$ cat src/rtl/regfile_dump_tx_pkg.sv
// Shared constants and FSM encodings for the register-file debug dump path.
// The debug unit imports this to decode the dump FSM state.
package regfile_dump_tx_pkg;

   localparam int unsigned DUMP_PROC_BITS = 32;
   localparam int unsigned DUMP_REG_COUNT = DUMP_PROC_BITS;
   localparam int unsigned DUMP_BYTE_BITS = 8;

   // Raw encodings, exported so other blocks can decode the state without the enum type.
   localparam logic [1:0] DUMP_IDLE = 2'd0;
   localparam logic [1:0] DUMP_SEND = 2'd1;
   localparam logic [1:0] DUMP_DONE = 2'd2;

   typedef enum logic [1:0] {
      DumpIdle = DUMP_IDLE,
      DumpSend = DUMP_SEND,
      DumpDone = DUMP_DONE
   } dump_state_e;

endpackage

$ cat src/rtl/regfile_dump_tx.sv
// Snapshots the flat register-file debug bus on request and streams it out
// byte by byte (register 0 first, little-endian within a register) over a
// valid/ready handshake towards the debug UART transmitter.
module regfile_dump_tx
   import regfile_dump_tx_pkg::*;
#(
   parameter int unsigned PROC_BITS = DUMP_PROC_BITS,
   parameter int unsigned REG_COUNT = PROC_BITS,
   parameter int unsigned BYTE_BITS = DUMP_BYTE_BITS
) (
   input  logic                           clk,
   input  logic                           rst,
   input  logic                           i_start,
   input  logic [PROC_BITS*REG_COUNT-1:0] i_debug_regs,
   output logic [BYTE_BITS-1:0]           o_tx_data,
   output logic                           o_tx_valid,
   input  logic                           i_tx_ready,
   output logic                           o_busy,
   output logic                           o_done
);

   localparam int unsigned TOTAL_BITS = PROC_BITS * REG_COUNT;
   localparam int unsigned NBYTES     = TOTAL_BITS / BYTE_BITS;
   localparam int unsigned CNT_W      = $clog2(NBYTES);
   localparam logic [CNT_W-1:0] LAST_IDX = CNT_W'(NBYTES - 1);

   dump_state_e             state;
   logic [TOTAL_BITS-1:0]   snap;
   logic [CNT_W-1:0]        byte_cnt;

   // The byte on offer is always the low end of the snapshot shift register.
   assign o_tx_data = snap[BYTE_BITS-1:0];

   // Dump FSM: snapshot on start, shift out one byte per accepted handshake,
   // one-cycle done pulse, then back to idle. Outputs are registered here.
   always_ff @(posedge clk or negedge rst) begin
      if (!rst) begin
         state      <= DumpIdle;
         snap       <= '0;
         byte_cnt   <= '0;
         o_tx_valid <= 1'b0;
         o_busy     <= 1'b0;
         o_done     <= 1'b0;
      end else begin
         o_done <= 1'b0;
         unique case (state)
            DumpIdle: begin
               if (i_start) begin
                  snap       <= i_debug_regs;
                  byte_cnt   <= '0;
                  o_tx_valid <= 1'b1;
                  o_busy     <= 1'b1;
                  state      <= DumpSend;
               end
            end
            DumpSend: begin
               if (i_tx_ready) begin
                  snap     <= snap >> BYTE_BITS;
                  byte_cnt <= byte_cnt + 1'b1;
                  if (byte_cnt == LAST_IDX) begin
                     o_tx_valid <= 1'b0;
                     o_done     <= 1'b1;
                     state      <= DumpDone;
                  end
               end
            end
            DumpDone: begin
               o_busy <= 1'b0;
               state  <= DumpIdle;
            end
            default: begin
               o_tx_valid <= 1'b0;
               o_busy     <= 1'b0;
               state      <= DumpIdle;
            end
         endcase
      end
   end

endmodule
$ cat config.mk
export PLATFORM = sky130hd
export DESIGN_NAME = regfile_dump_tx
export DESIGN_NICKNAME = d
export VERILOG_FILES = /design/src/rtl/regfile_dump_tx_pkg.sv /design/src/rtl/regfile_dump_tx.sv
export SDC_FILE = /design/constraint.sdc
export NUM_CORES = 2
export LEC_CHECK = 0
export CAP_MARGIN = 5
export CORE_AREA = 5 5 401 403
export CTS_BUF_LIST = sky130_fd_sc_hd__clkbuf_4 sky130_fd_sc_hd__clkbuf_8
export DETAILED_ROUTE_END_ITERATION = 12
export DIE_AREA = 0 0 406 408
export GPL_TIMING_DRIVEN = 0
export MAX_ROUTING_LAYER = met4
export PLACE_DENSITY_LB_ADDON = 0.05
export SLEW_MARGIN = 20
export SYNTH_ARGS = -nofsm -noshare
export SYNTH_HDL_FRONTEND = slang
export SYNTH_SLANG_ARGS = --single-unit
$ cat constraint.sdc
create_clock -name clk -period 5.3 [get_ports clk]
set_input_delay 1.06 -clock clk [delete_from_list [all_inputs] [get_ports clk]]
set_output_delay 1.06 -clock clk [all_outputs]
set_load 0.02 [all_outputs]
After elaboration in Yosys (flattened, before gate mapping)
Index checks and enable logic that the tools add are counted.
{ "word_totals": {"reg_bits": 1036, "input_bits": 1028, "out_inout_bits": 11, "elab_cells": 39} }
{ "classes": {"add_sub_neg": 1, "eq_ne": 6, "muxes": 18, "bitwise_logic": 2, "reduce_logical": 6} }
{ "ops": {"columns": ["operator", "count"], "rows": [
  ["$mux 1024", 2],
  ["$pmux 1024 s2", 1],
  ["$mux 7", 2],
  ["$pmux 7 s2", 1],
  ["$add 7x1->7 const B", 1],
  ["$eq 7x7->1 const B", 1],
  ["$mux 1", 6],
  ["$mux 2", 3],
  ["$ne 2x2->1 const B", 3],
  ["$reduce_and 3->1", 2],
  ["$pmux 2 s2", 1],
  ["$reduce_and 4->1", 1],
  ["$pmux 1 s3", 1],
  ["$eq 2x1->1 const B", 1],
  ["$eq 2x2->1 const B", 1],
  ["$logic_not 2->1", 1],
  ["$not 1->1", 2],
  ["$pmux 1 s2", 1],
  ["$reduce_and 2->1", 1],
  ["$reduce_bool 2->1", 1]
]} }

Depth between registers and ports, before layout
{ "depth": {"word_depth": 4, "mapped_depth": 8, "depth_no_buf": 4} }

Worst setup path before layout
Ideal clock, no wire load.
{ "synth_timing": {"kind": "input to register", "start": "input i_tx_ready", "end": "register snap[1020]", "setup_time_ns": 0.121, "arrival_time_ns": 2.209, "t_required_ns": 5.179, "path_slack_ns": 2.971, "cell_stages": 7, "path_buffers": 4, "path_cell_list": "clkbuf_2 > mux2i_4 > or2_1 > buf_2 > buf_2 > buf_2 > a22o_1"} }
{ "synth_via": {"elab_chain_cells": 2} }
{ "synth_rtl": {"columns": ["item", "line", "rtl"], "rows": [
  ["start, declared", "regfile_dump_tx.sv:17", "input logic i_tx_ready,"],
  ["$ne 2x2->1 (no line)", null, null],
  ["$reduce_and 3->1 (no line)", null, null],
  ["end signal, assigned", "regfile_dump_tx.sv:49", "snap <= i_debug_regs;"],
  ["end signal, assigned", "regfile_dump_tx.sv:58", "snap <= snap >> BYTE_BITS;"],
  ["end, declared", "regfile_dump_tx.sv:28", "logic [TOTAL_BITS-1:0] snap;"]
]} }
Every way passes these cells.
A chain may end at the register's enable or synchronous reset.

Worst setup path after layout
{ "layout_timing": {"start": "register snap[6]", "end": "output o_tx_data[6]"} }
{ "layout_lines": {"columns": ["item", "line", "rtl"], "rows": [
  ["end, declared", "regfile_dump_tx.sv:15", "output logic [BYTE_BITS-1:0] o_tx_data,"]
]} }
No word-level cell between the ends.

==> flow_summary.yaml <==
synth:
  synthArstFlopShare_pct: 100
  synth_edf_count: 0
  synth-seq-cells: 1036
  synth_warnings: 0
  yosys.area.top_type_share_pct: 51.8
  syn-num-nets: 5630
  syn_inst: 4601
  synth.most_common_cell: "o21ai_0"
  synth_common_cells: "1734 x o21ai_0, 1036 x dfrtp_1, 1016 x mux2i_1"
  ys_types: 33
  synth_ff_type: "dfrtp_1"
  synth.cell_area_um2: 50100
  yosysSeqAreaShare_pct: 51.8
  synth.largest_area_cell: "dfrtp_1"
  syn_area_per_cell_um2: 10.9
  synthTopCellsByArea: "dfrtp_1 52%, mux2i_1 20%, o21ai_0 17%"
sta:
  setup_tns_ns: 0
  clock_skew_ns: 0.0423
  finalHoldViolCount: 0
  setup_violations: 0
  relSlewSlack_pct: 41.0
  worstMarginPinSlew_ns: 0.884
  final_max_slew_viol_count: 0
  period_minus_slack_ns: 3.05
  post-route-period-util_pct: 57.6
  rsz0062_at_grt: "false"
  fmax_mhz: 328
routing:
  ant_nets: 0
  wl_um: 208000
  dr.pass1.iters: 5
  via_per_inst: 5.11
  vias: 41976
  wl_per_cell_um: 25.3
  drt-initial-drc-count: 2750
  route.detailed.drc: 0
run_status:
  status: "finished, final reports clean"
cells_and_area:
  nNetsFinal: 6871
  area_growth_syn_to_layout_pct: 35.6
  register_area_um2: 25900
  nFillCells: 15438
  multi_input_area_um2: 21800
  instances_no_fill: 8216
  drive_above_1_share_pct: 14.5
  finish.instance_area_um2: 67900
clock_network:
  htreeDepth: 4
  postCtsResizedCells: 0
  clock_sinks: 1036
  cts_buffers: 193
  cts.clk_slew.worst_paths_ns: 0.06
  tritoncts: "built"
  cts_root_buf: "clkbuf_8"
  cts_buffer_depth: 3
  insertion_delay_ns: 0.89
  postCtsSetupBuffers: 0
  cts_hold_buf: 0
grt:
  antenna_found_initial: 171
  grt_max_degree: 131
  grt-ovfl-total: 0
  grt_pass1_wl_um: 302000
  first_global_vias: 44070
  grt.total_usage_pct: 25.0
placed_design:
  hpwl_um: 160000
  globalplace.congestion: 0.865
  place_inst: 7719
  placement.io_buffers: 1037
  dpl_cell_area_um2: 63300
setup_path:
  path_max_fanout: 2
  critPathKind: "register to output pin"
  critPathArrivalTime_ns: 1.99
  cp_data_required_time_ns: 4.24
  cp-end-kind: "output pin"
  startpoint_type: "register"
die:
  dieArea_um2: 166000
  start_util_pct: 31.9
  core_um2: 157000
  dieWidth_um: 406
  die_y_um: 408
  rows: 146
  io-pin-count: 1039
power:
  power_density_nw_per_um2: 348
  ir_drop_mv: 0.199
  leakagePower_nw: 33.9
  power_w: 0.0236
worst_hold_path:
  hold_path.class: "input pin to async pin"
run:
  maxCapViolCount: 0
[cell type report]
type / instances / area share, %
plain buffers: 466 / 3.43
repair buffers: 1046 / 15.7
flip-flops and latches: 1036 / 38.2
multi-input cells: 3097 / 32.1
well taps: 2072 / 3.82
clock buffers: 332 / 5.89
inverters: 2 / 0.0111
clock inverters: 22 / 0.345
diodes: 143 / 0.527
[flip-flops by register name, indices dropped and copies added, names as in the netlist]
| register | cells |
|---|---|
| o_busy | 1 |
| state | 2 |
| byte_cnt | 7 |
| o_tx_valid | 1 |
| o_done | 1 |
| snap | 1024 |
[layer usage]
layer  part of all wire [%]  vias up  GRT usage [%]
met5                      0        -              -
met4                    2.7        0           7.40
met3                    7.6      323           7.97
met2                     48     1227           40.1
met1                     42    20930           30.3
li1                       -    19496              -
[metrics by stage]
step | setup WS (ns) | util [%] | hold WS [ns]
floorplan | 2.97 | - | 0.469
CTS | 2.13 | 43.0 | 0.000803
global route | 2.14 | 43.2 | 0.0310
detailed placement | 1.45 | 40.3 | 0.477
global placement | -49.20 | 40.1 | 0.467
finish | 2.25 | 43.2 | 0.0833
[path summary, 6_finish.rpt]
check | cells after the start | start | slack [ns] | to
min in group clk | 1 | o_busy | 0.49 | o_busy
min reg2reg | 1 | o_busy | 0.49 | o_busy
max reg2reg | 7 | state[0] | 2.57 | snap[271]
max | 2 | snap[6] | 2.25 | o_tx_data[6]
min | 1 | rst | 0.08 | snap[635]
max in group asynchronous | 5 | rst | 2.73 | snap[65]
[cell families (layout without fill, tap and decap cells)]
family          after synthesis  count (layout)  share of synthesized area (%)
compound gates             2055            2055                           22.9
xor+xnor                      1               1                         0.0175
fa+ha+maj                     1               1                         0.0250
buf+inv                     468            1868                           4.66
flops                      1036            1036                           51.8
mux                        1017            1017                           20.4
other cells                   0             143                              0
simple gates                 23              23                          0.280
[report_power, final]
group | internal [W] | leakage [nW] | total (W) | switching, W
combinational | 0.00230 | 18.0 | 0.00468 | 0.00238
sequential | 0.00956 | 13.7 | 0.0105 | 0.000899
clock | 0.00483 | 2.25 | 0.00849 | 0.00366
total | 0.0167 | 33.9 | 0.0236 | 0.00693
[layout by cell type (no fill, tap or decap), types with 2 or more instances in the layout]
master           synthesis  layout
a21oi_1                  6       6
a22o_1                   8       8
and4_1                   2       2
buf_16                   0      10
buf_2                   99      99
buf_4                   41      41
buf_6                   35      35
bufinv_16                0       2
clkbuf_1               262     262
clkbuf_2                29      29
clkbuf_4                 0      91
clkbuf_8                 0     241
clkdlybuf4s50_1          0    1036
clkinv_2                 0       7
clkinvlp_4               0       6
dfrtp_1               1036    1036
diode_2                  0     143
inv_1                    2       2
inv_12                   0       4
inv_6                    0       2
mux2i_1               1016    1016
nand2_1                  3       3
nand3_1                  3       3
nand4b_1                 2       2
nor2_1                   4       4
o21ai_0               1734    1734
o21ai_2                300     300
o31ai_1                  2       2
or3_1                    2       2
or4_1                    2       2
[worst max-delay path: stages (launching register included)]
cell,delay (ns)
dfrtp_1,0.34
buf_4,0.10
clkdlybuf4s50_1,0.66
Note: power is estimated with default switching activity, not from simulation.
